### src/rtl/keypad_time_entry.sv
// keypad_time_entry: keypad front end for the microwave timer.
// Debounces one-hot keypad presses into an M:SS BCD shift buffer, then on start
// pulses an active-low load into the timer_ten chain and enables counting until
// the chain reports it has finished (busy falls) or the user cancels.
// Ports:
//   clk, clr                   rising-edge clock, synchronous active-high reset
//   keys[9:0]                  raw keypad levels, bit n = digit n
//   start, cancel              level requests
//   busy                       timer chain running
//   min_ones/sec_tens/sec_ones BCD digits to the timer chain
//   loadn, run                 load strobe (active low) and count enable
//   entry_cnt[1:0]             digits accepted so far
module keypad_time_entry #(
  parameter int unsigned LOAD_CYCLES  = 2,
  parameter int unsigned SEC_TENS_MAX = 5
) (
  input  logic       clk,
  input  logic       clr,
  input  logic [9:0] keys,
  input  logic       start,
  input  logic       cancel,
  input  logic       busy,
  output logic [3:0] min_ones,
  output logic [3:0] sec_tens,
  output logic [3:0] sec_ones,
  output logic       loadn,
  output logic       run,
  output logic [1:0] entry_cnt
);

  localparam int unsigned CTR_W = (LOAD_CYCLES > 1) ? $clog2(LOAD_CYCLES) : 1;

  localparam logic [1:0] IDLE  = 2'd0;
  localparam logic [1:0] ENTRY = 2'd1;
  localparam logic [1:0] LOAD  = 2'd2;
  localparam logic [1:0] RUN   = 2'd3;

  logic [1:0]       state, state_d;
  logic [9:0]       keys_q;
  logic             busy_q;
  logic [CTR_W-1:0] load_ctr, load_ctr_d;
  logic [3:0]       min_ones_d, sec_tens_d, sec_ones_d;
  logic             loadn_d, run_d;
  logic [1:0]       entry_cnt_d;
  logic [3:0]       code;
  logic             accept;

  // Encode the pressed digit; a press counts only from a fully released pad.
  always_comb begin
    code = 4'd0;
    for (int i = 0; i < 10; i++) begin
      if (keys[i]) code = code | 4'(i);
    end
    accept = $onehot(keys) && (keys_q == '0);
  end

  // Next-state and next-output logic.
  always_comb begin
    state_d     = state;
    min_ones_d  = min_ones;
    sec_tens_d  = sec_tens;
    sec_ones_d  = sec_ones;
    entry_cnt_d = entry_cnt;
    load_ctr_d  = load_ctr;
    loadn_d     = 1'b1;
    run_d       = 1'b0;
    case (state)
      IDLE: begin
        min_ones_d  = 4'd0;
        sec_tens_d  = 4'd0;
        sec_ones_d  = 4'd0;
        entry_cnt_d = 2'd0;
        if (accept) begin
          sec_ones_d  = code;
          entry_cnt_d = 2'd1;
          state_d     = ENTRY;
        end
      end
      ENTRY: begin
        if (cancel) begin
          min_ones_d  = 4'd0;
          sec_tens_d  = 4'd0;
          sec_ones_d  = 4'd0;
          entry_cnt_d = 2'd0;
          state_d     = IDLE;
        end else if (start) begin
          // Start wins over a same-cycle key; clamp an illegal tens digit now.
          state_d    = LOAD;
          loadn_d    = 1'b0;
          load_ctr_d = CTR_W'(LOAD_CYCLES - 1);
          if (sec_tens > 4'(SEC_TENS_MAX)) sec_tens_d = 4'(SEC_TENS_MAX);
        end else if (accept && (entry_cnt != 2'd3)) begin
          min_ones_d  = sec_tens;
          sec_tens_d  = sec_ones;
          sec_ones_d  = code;
          entry_cnt_d = entry_cnt + 2'd1;
        end
      end
      LOAD: begin
        loadn_d = 1'b0;
        if (load_ctr == '0) begin
          loadn_d = 1'b1;
          run_d   = 1'b1;
          state_d = RUN;
        end else begin
          load_ctr_d = load_ctr - CTR_W'(1);
        end
      end
      RUN: begin
        run_d = 1'b1;
        if (cancel || (busy_q && !busy)) begin
          run_d       = 1'b0;
          min_ones_d  = 4'd0;
          sec_tens_d  = 4'd0;
          sec_ones_d  = 4'd0;
          entry_cnt_d = 2'd0;
          state_d     = IDLE;
        end
      end
      default: state_d = IDLE;
    endcase
  end

  // State register.
  always_ff @(posedge clk) begin
    if (clr) state <= IDLE;
    else     state <= state_d;
  end

  // Registered outputs and input history.
  always_ff @(posedge clk) begin
    if (clr) begin
      keys_q    <= '0;
      busy_q    <= 1'b0;
      load_ctr  <= '0;
      min_ones  <= 4'd0;
      sec_tens  <= 4'd0;
      sec_ones  <= 4'd0;
      entry_cnt <= 2'd0;
      loadn     <= 1'b1;
      run       <= 1'b0;
    end else begin
      keys_q    <= keys;
      busy_q    <= busy;
      load_ctr  <= load_ctr_d;
      min_ones  <= min_ones_d;
      sec_tens  <= sec_tens_d;
      sec_ones  <= sec_ones_d;
      entry_cnt <= entry_cnt_d;
      loadn     <= loadn_d;
      run       <= run_d;
    end
  end

endmodule

### config.mk
export PLATFORM = sky130hd
export DESIGN_NAME = keypad_time_entry
export DESIGN_NICKNAME = d
export VERILOG_FILES = /design/src/rtl/keypad_time_entry.sv
export SDC_FILE = /design/constraint.sdc
export NUM_CORES = 1
export LEC_CHECK = 0
export ABC_AREA = 1
export CAP_MARGIN = 20
export CORE_MARGIN = 2
export CORE_UTILIZATION = 53
export CTS_CLUSTER_DIAMETER = 100
export DETAILED_ROUTE_END_ITERATION = 8
export PLACE_DENSITY = 0.88
export RECOVER_POWER = 25
export SLEW_MARGIN = 10
export SYNTH_ARGS = -nofsm -noshare
export SYNTH_HDL_FRONTEND = slang
export SYNTH_SLANG_ARGS = --single-unit
export TNS_END_PERCENT = 1
### constraint.sdc
create_clock -name clk -period 10.2 [get_ports clk]
set_input_delay 1.02 -clock clk [delete_from_list [all_inputs] [get_ports clk]]
set_output_delay 1.02 -clock clk [all_outputs]
set_load 0.05 [all_outputs]
**Yosys cells after proc, flatten, opt, wreduce, memory -nomap -nowiden**

Index checks and enable logic that the tools add are counted.

- Input port bits: 15
- Bits in registers: 30

- Equality and inequality tests: 15
- Add/sub/neg operators: 11
- Order comparisons: 1
- Multiplexer cells: 45
- Reduce and logical (&&, ||, !) cells: 13

Operator list:

| kind | number |
|---|---|
| 2-to-1 mux 4 bit | 14 |
| one-hot mux 4 bit (3 select lines) | 3 |
| 2-to-1 mux 2 bit | 10 |
| 2-to-1 mux 3 bit | 4 |
| != test 2 bit, second input constant | 6 |
| AND reduction 4 bit | 3 |
| adder 1 x 1 -> 2 bit | 5 |
| zero test 10 bit | 1 |
| 2-to-1 mux 1 bit | 9 |
| != test 3 bit, second input constant | 3 |
| != test 4 bit, second input constant | 2 |
| one-hot mux 2 bit (4 select lines) | 1 |
| adder 2 x 2 -> 3 bit | 2 |
| one-hot mux 1 bit (2 select lines) | 3 |
| one-hot mux 2 bit (3 select lines) | 1 |
| adder 3 x 3 -> 4 bit | 1 |
| adder 4 x 2 -> 4 bit | 1 |
| equality test 2 bit, second input constant | 2 |
| equality test 4 x 1 -> 1 bit, second input constant | 1 |
| > comparator 4 x 3 -> 1 bit, second input constant | 1 |
| logical AND 1 bit | 3 |
| AND reduction 3 bit | 1 |
| nonzero test 3 bit | 1 |
| adder 2 x 1 -> 2 bit, second input constant | 1 |
| 6 further kinds | 6 |

**Depth between registers and ports, before layout**

- Word-level depth: 13
- Mapped depth: 18

**Worst setup path after synthesis**

Ideal clock, no wire load.

- Kind: input to register
- Start: input keys[0]
- End: register min_ones[0]
- Setup slack: 6.119 ns
- Data required time: 10.085 ns
- Library setup time: 0.115 ns
- Arrival: 3.966 ns
- Stages on the path: 18
- Buffers on the path: 1
- Cells stage by stage: fa_1 fa_1 inv_1 fa_1 inv_1 ha_1 inv_1 fa_1 nand2_1 inv_1 nand2_1 nor2_2 nand4_1 nand2_1 buf_4 nand3_2 nand2_1 nor2_2

- Word-level cells in the longest chain between the ends: 9

RTL lines:

| element | RTL line | source |
|---|---|---|
| start, declared | 19 | `input logic [9:0] keys,` |
| adder 1 x 1 -> 2 bit (implied by the code) | 54 | `accept = $onehot(keys) && (keys_q == '0);` |
| adder 2 x 2 -> 3 bit (implied by the code) | 54 |  |
| adder 3 x 3 -> 4 bit (implied by the code) | 54 |  |
| adder 4 x 2 -> 4 bit (implied by the code) | 54 |  |
| equality test 4 x 1 -> 1 bit | 54 |  |
| logical AND 1 bit | 54 |  |
| logical AND 1 bit | 92 | `end else if (accept && (entry_cnt != 2'd3)) begin` |
| != test 3 bit (no line) | -- |  |
| AND reduction 4 bit (no line) | -- |  |
| end signal, assigned | 146 | `min_ones <= min_ones_d;` |
| end, declared | 23 | `output logic [3:0] min_ones,` |

Every way passes these cells.
A chain may end at the register's enable or synchronous reset.

**Worst setup path after layout**

- Start: input keys[7]
- End: register entry_cnt[0]

- Word-level cells in the longest chain between the ends: 9
- Elaborated cells between the ends (all ways): 11
- Classes of those cells: add/sub: 4; eq/ne: 2; mux: 2; reduce/logical: 3

RTL lines:

| element | RTL line | source |
|---|---|---|
| adder 1 x 1 -> 2 bit (implied by the code) * | 54 |  |
| adder 2 x 2 -> 3 bit (implied by the code) * | 54 |  |
| adder 3 x 3 -> 4 bit (implied by the code) * | 54 |  |
| adder 4 x 2 -> 4 bit (implied by the code) * | 54 |  |
| equality test 4 x 1 -> 1 bit * | 54 |  |
| logical AND 1 bit * | 54 |  |
| logical AND 1 bit | 92 |  |
| != test 3 bit (no line) | -- |  |
| AND reduction 4 bit (no line) | -- |  |
| end signal, assigned | 149 | `entry_cnt <= entry_cnt_d;` |
| end, declared | 28 | `output logic [1:0] entry_cnt` |

Every way passes the cells marked *; elsewhere a longest branch is shown, timed or not.

==> summary.txt <==
Clocking
  – Total number of clock tree sinks: 30
  – Hold bufs inserted after CTS: 0
  – # Post-CTS Setup Buffers: 0
  – TritonCTS buffer count: 5
  – Worst-Skew Late Latency: around 340 ps
  – TritonCTS clock tree: done
  – Root buf cell: sky130_fd_sc_hd__clkbuf_4
  – Gates resized, CTS repair: 0
  – Number of buffers between clock root and the deepest sink: 2
  – Reg clk slew, reported paths: approximately 100 ps
  – H-tree depth: 2

Placement
  – Input/output buffers: 30
  – Final weighted congestion in routability-driven placement: between 0.7 and 0.8
  – HPWL Detailed: between 2 and 3 mm

Cells and area
  – Area growth from synthesis to layout: 23.44%
  – Ratio of cells with drive above 1 in the final layout: a little over a tenth
  – # diodes: 0
  – Fill cell instance count of the final layout: between 200 and 300
  – Number of nets in the layout: between 200 and 300
  – Footprint of the multi-input gates: between 800 and 900 sq um
  – Sequential cell area: 600.6 sq um
  – Core Util, Final: ~68%

GRT
  – Via count of the first global-routing pass: about 1400
  – Wire length of the first global-routing pass: 5.740 mm
  – Total global-route track usage: a little over a fifth
  – Largest net degree at the start of global routing: 18
  – Initial antenna violation count: 0
  – Overflow left after global routing: 0

Timing
  – Minimum clock period: 4817 ps
  – Post-route clock skew: 12.96 ps
  – Unrepaired setup endpoints after global routing: no
  – Share of the clock period used by the worst path: 47.23%
  – Total negative slack: 0 ps
  – Number of endpoints failing setup at the final stage: 0
  – Actual slew at the worst max-slew pin: about 520 ps
  – Fin. Hold Viols: 0
  – Relative slew margins: about 65%
  – Peak Freq: about 0.21 GHz
  – Max-slew violations: 0

Synth
  – Number of synthesized register bits: 30
  – Average footprint of a synthesized cell: 7.282 sq um
  – Syn Nets: approximately 260
  – Netlist area before placement: ~1700 sq um
  – Total number of yosys warnings: 0
  – Sequential share of the synthesized area: approximately 36%
  – Post-synthesis cell count: 228
  – Count of different cell masters after synthesis: 25

Drt
  – DRC viols: 0
  – First-pass iteration count of the detailed router: 6
  – Wire length reported by the detailed router: about 3.4 mm
  – Via-to-Cell Ratio: around 5
  – WL per Instance: around 11 um
  – Detail Route Antenna Nets: 0
  – Total number of vias: approximately 1500
  – DR iter-0 viols: between 40 and 50

Setup path
  – Endpoint required time on the critical path: about 10000 ps
  – R2r endpoint: entry_cnt[0]
  – Worst reg-to-reg path cell count: 9
  – Crit Path Class: in2reg
  – Worst-path maximum fanout: 11
  – Data arrival time of the critical path: 5110 ps
  – Category of the worst setup path launch point: input port
  – Slack of the worst reg-to-reg path: 8350 ps
  – Crit path capture type: register

Floorplan
  – Area of the placeable core: 3028 sq um
  – Initial standard-cell utilization of the core: a little over half
  – DIE AREA: ~3600 sq um
  – Die span in y: 59.97 um
  – Die X-Extent: around 60 um
  – Std-Cell Rows: 20
  – Top-Level Pins: 31

Hold path
  – Class of the tightest hold or removal check: reg2reg
  – Cell depth of the worst min-delay path: 2
  – Startpoint of the lowest-slack hold path: min_ones[2]
  – Hold endpoint: min_ones[2]

Power
  – Static Leakage: 0.9813 nW
  – Power density over the cells: 218.0 nW/um^2
  – Maximum ir drop on the vdd rail: 0.1313 mV

Outcome
  – Result of the run: finished clean

Run
  – Number of maximum-capacitance constraint violations: 0
==> power breakdown <==
group | internal (W) | total, W | switching, W
Sequential | 0.000137 | 0.000150 | 0.0000135
Clock | 0.0000333 | 0.0000743 | 0.0000409
Combinational | 0.0000790 | 0.000222 | 0.000143
Total | 0.000249 | 0.000447 | 0.000198
==> area by class of cell <==
class                           count  share of cell area (%)
Multi-Input combinational cell    155                   43.16
Sequential cell                    30                   29.30
Timing Repair Buffer               30                   14.65
Inverter                           39                   7.265
Clock buffer                        7                   2.686
Tap cell                           44                   2.686
Clock inverter                      1                  0.2442
==> flip-flops by register name, indices dropped and copies added (netlist names), named ones only <==
| register | count |
|---|---|
| load_ctr | 1 |
| sec_tens | 4 |
| run | 1 |
| busy_q | 1 |
| entry_cnt | 2 |
| sec_ones | 4 |
| state | 1 |
| min_ones | 4 |
| keys_q | 10 |
| loadn | 1 |
==> cell usage after synthesis <==
cell type | count | area [sq um]
sky130_fd_sc_hd__nand2_1 | 49 | 183.9
sky130_fd_sc_hd__nor2_1 | 47 | 176.4
sky130_fd_sc_hd__inv_1 | 36 | 135.1
sky130_fd_sc_hd__dfxtp_1 | 30 | 600.6
sky130_fd_sc_hd__a21oi_1 | 11 | 55.05
sky130_fd_sc_hd__ha_1 | 8 | 100.1
sky130_fd_sc_hd__fa_1 | 6 | 120.1
sky130_fd_sc_hd__nand3_2 | 5 | 50.05
sky130_fd_sc_hd__nor2_2 | 5 | 31.28
sky130_fd_sc_hd__nand2_2 | 4 | 25.02
sky130_fd_sc_hd__nand3_1 | 4 | 20.02
sky130_fd_sc_hd__a21oi_2 | 3 | 26.28
sky130_fd_sc_hd__nand4_1 | 3 | 18.77
sky130_fd_sc_hd__nor3_1 | 3 | 15.01
sky130_fd_sc_hd__clkbuf_1 | 2 | 7.510
sky130_fd_sc_hd__nor4_1 | 2 | 12.51
sky130_fd_sc_hd__o21ai_0 | 2 | 10.01
sky130_fd_sc_hd__a221oi_1 | 1 | 8.760
sky130_fd_sc_hd__and3_4 | 1 | 11.26
sky130_fd_sc_hd__buf_4 | 1 | 7.510
sky130_fd_sc_hd__buf_6 | 1 | 11.26
sky130_fd_sc_hd__clkinv_1 | 1 | 3.750
sky130_fd_sc_hd__inv_2 | 1 | 3.750
sky130_fd_sc_hd__inv_4 | 1 | 6.260
sky130_fd_sc_hd__nor2_8 | 1 | 20.02
==> per-stage QoR <==
step | hold slack, ps | worst slack [ps] | power, W | instances | instance area [sq um]
floorplan | 462.0 | 6119 | 0.0003182 | 228 | 1660
global placement | 477.5 | 5186 | 0.0003674 | 298 | 1989
detailed placement | 477.8 | 5059 | 0.0003741 | 298 | 1989
CTS | 506.4 | 5419 | 0.0004478 | 306 | 2049
global route | 533.2 | 5159 | 0.0004780 | 306 | 2049
finish | 505.5 | 5383 | 0.0004468 | 306 | 2049
==> cell usage in the layout, fill, tap and decap left out, drive strengths merged <==
cell type	synthesis	routed
nand3	9	9
nor2	53	53
inv	38	38
ha	8	8
nor4	2	2
o21ai	2	2
clkinv	1	2
and3	1	1
a221oi	1	1
clkdlybuf4s50	0	29
dlygate4sd3	0	1
fa	6	6
nand4	3	3
a21oi	14	14
clkbuf	2	7
nand2	53	53
nor3	3	3
dfxtp	30	30
==> worst max path at each step <==
stage               startpoint      endpoint  slack, ps  cells after the start
finish                 keys[7]  entry_cnt[0]       5380                     19
global placement       keys[7]   sec_ones[3]       5190                     18
CTS                    keys[7]   sec_ones[1]       5420                     19
global route           keys[7]   sec_ones[2]       5160                     19
detailed placement     keys[7]  entry_cnt[0]       5060                     19
floorplan              keys[0]   min_ones[0]       6120                     18
==> routing by layer <==
layer | global-route usage [%] | part of all wire [%]
met1 | 25.58 | 45
met2 | 35.56 | 49
met3 | 7.576 | 4.5
met4 | 10.48 | 2.1
met5 | 0 | 0
==> worst max-delay path, stage by stage <==
cell and delay, ps:
sky130_fd_sc_hd__clkdlybuf4s50_1 580, sky130_fd_sc_hd__fa_1 460, sky130_fd_sc_hd__fa_1 480, sky130_fd_sc_hd__inv_1 50, sky130_fd_sc_hd__fa_1 440, sky130_fd_sc_hd__inv_1 70
sky130_fd_sc_hd__ha_1 180, sky130_fd_sc_hd__inv_1 60, sky130_fd_sc_hd__fa_1 470, sky130_fd_sc_hd__nand2_1 50, sky130_fd_sc_hd__inv_1 50, sky130_fd_sc_hd__nand2_1 50
sky130_fd_sc_hd__nor2_2 110, sky130_fd_sc_hd__nand4_1 120, sky130_fd_sc_hd__nand2_1 400, sky130_fd_sc_hd__nand2_2 230, sky130_fd_sc_hd__nand2_1 120, sky130_fd_sc_hd__nand2_1 50
sky130_fd_sc_hd__nor2_1 100
==> cell families (layout without fill, tap and decap cells) <==
logic type | count (synthesis) | after routing | synth area share, %
AOI/OAI and AO/OA | 17 | 17 | 6.029
adders and majority gates | 14 | 14 | 13.26
buffers and inverters | 43 | 77 | 10.55
DFF | 30 | 30 | 36.17
and+or+nand+nor | 124 | 124 | 33.99
Power figures use the tool's default switching activity.
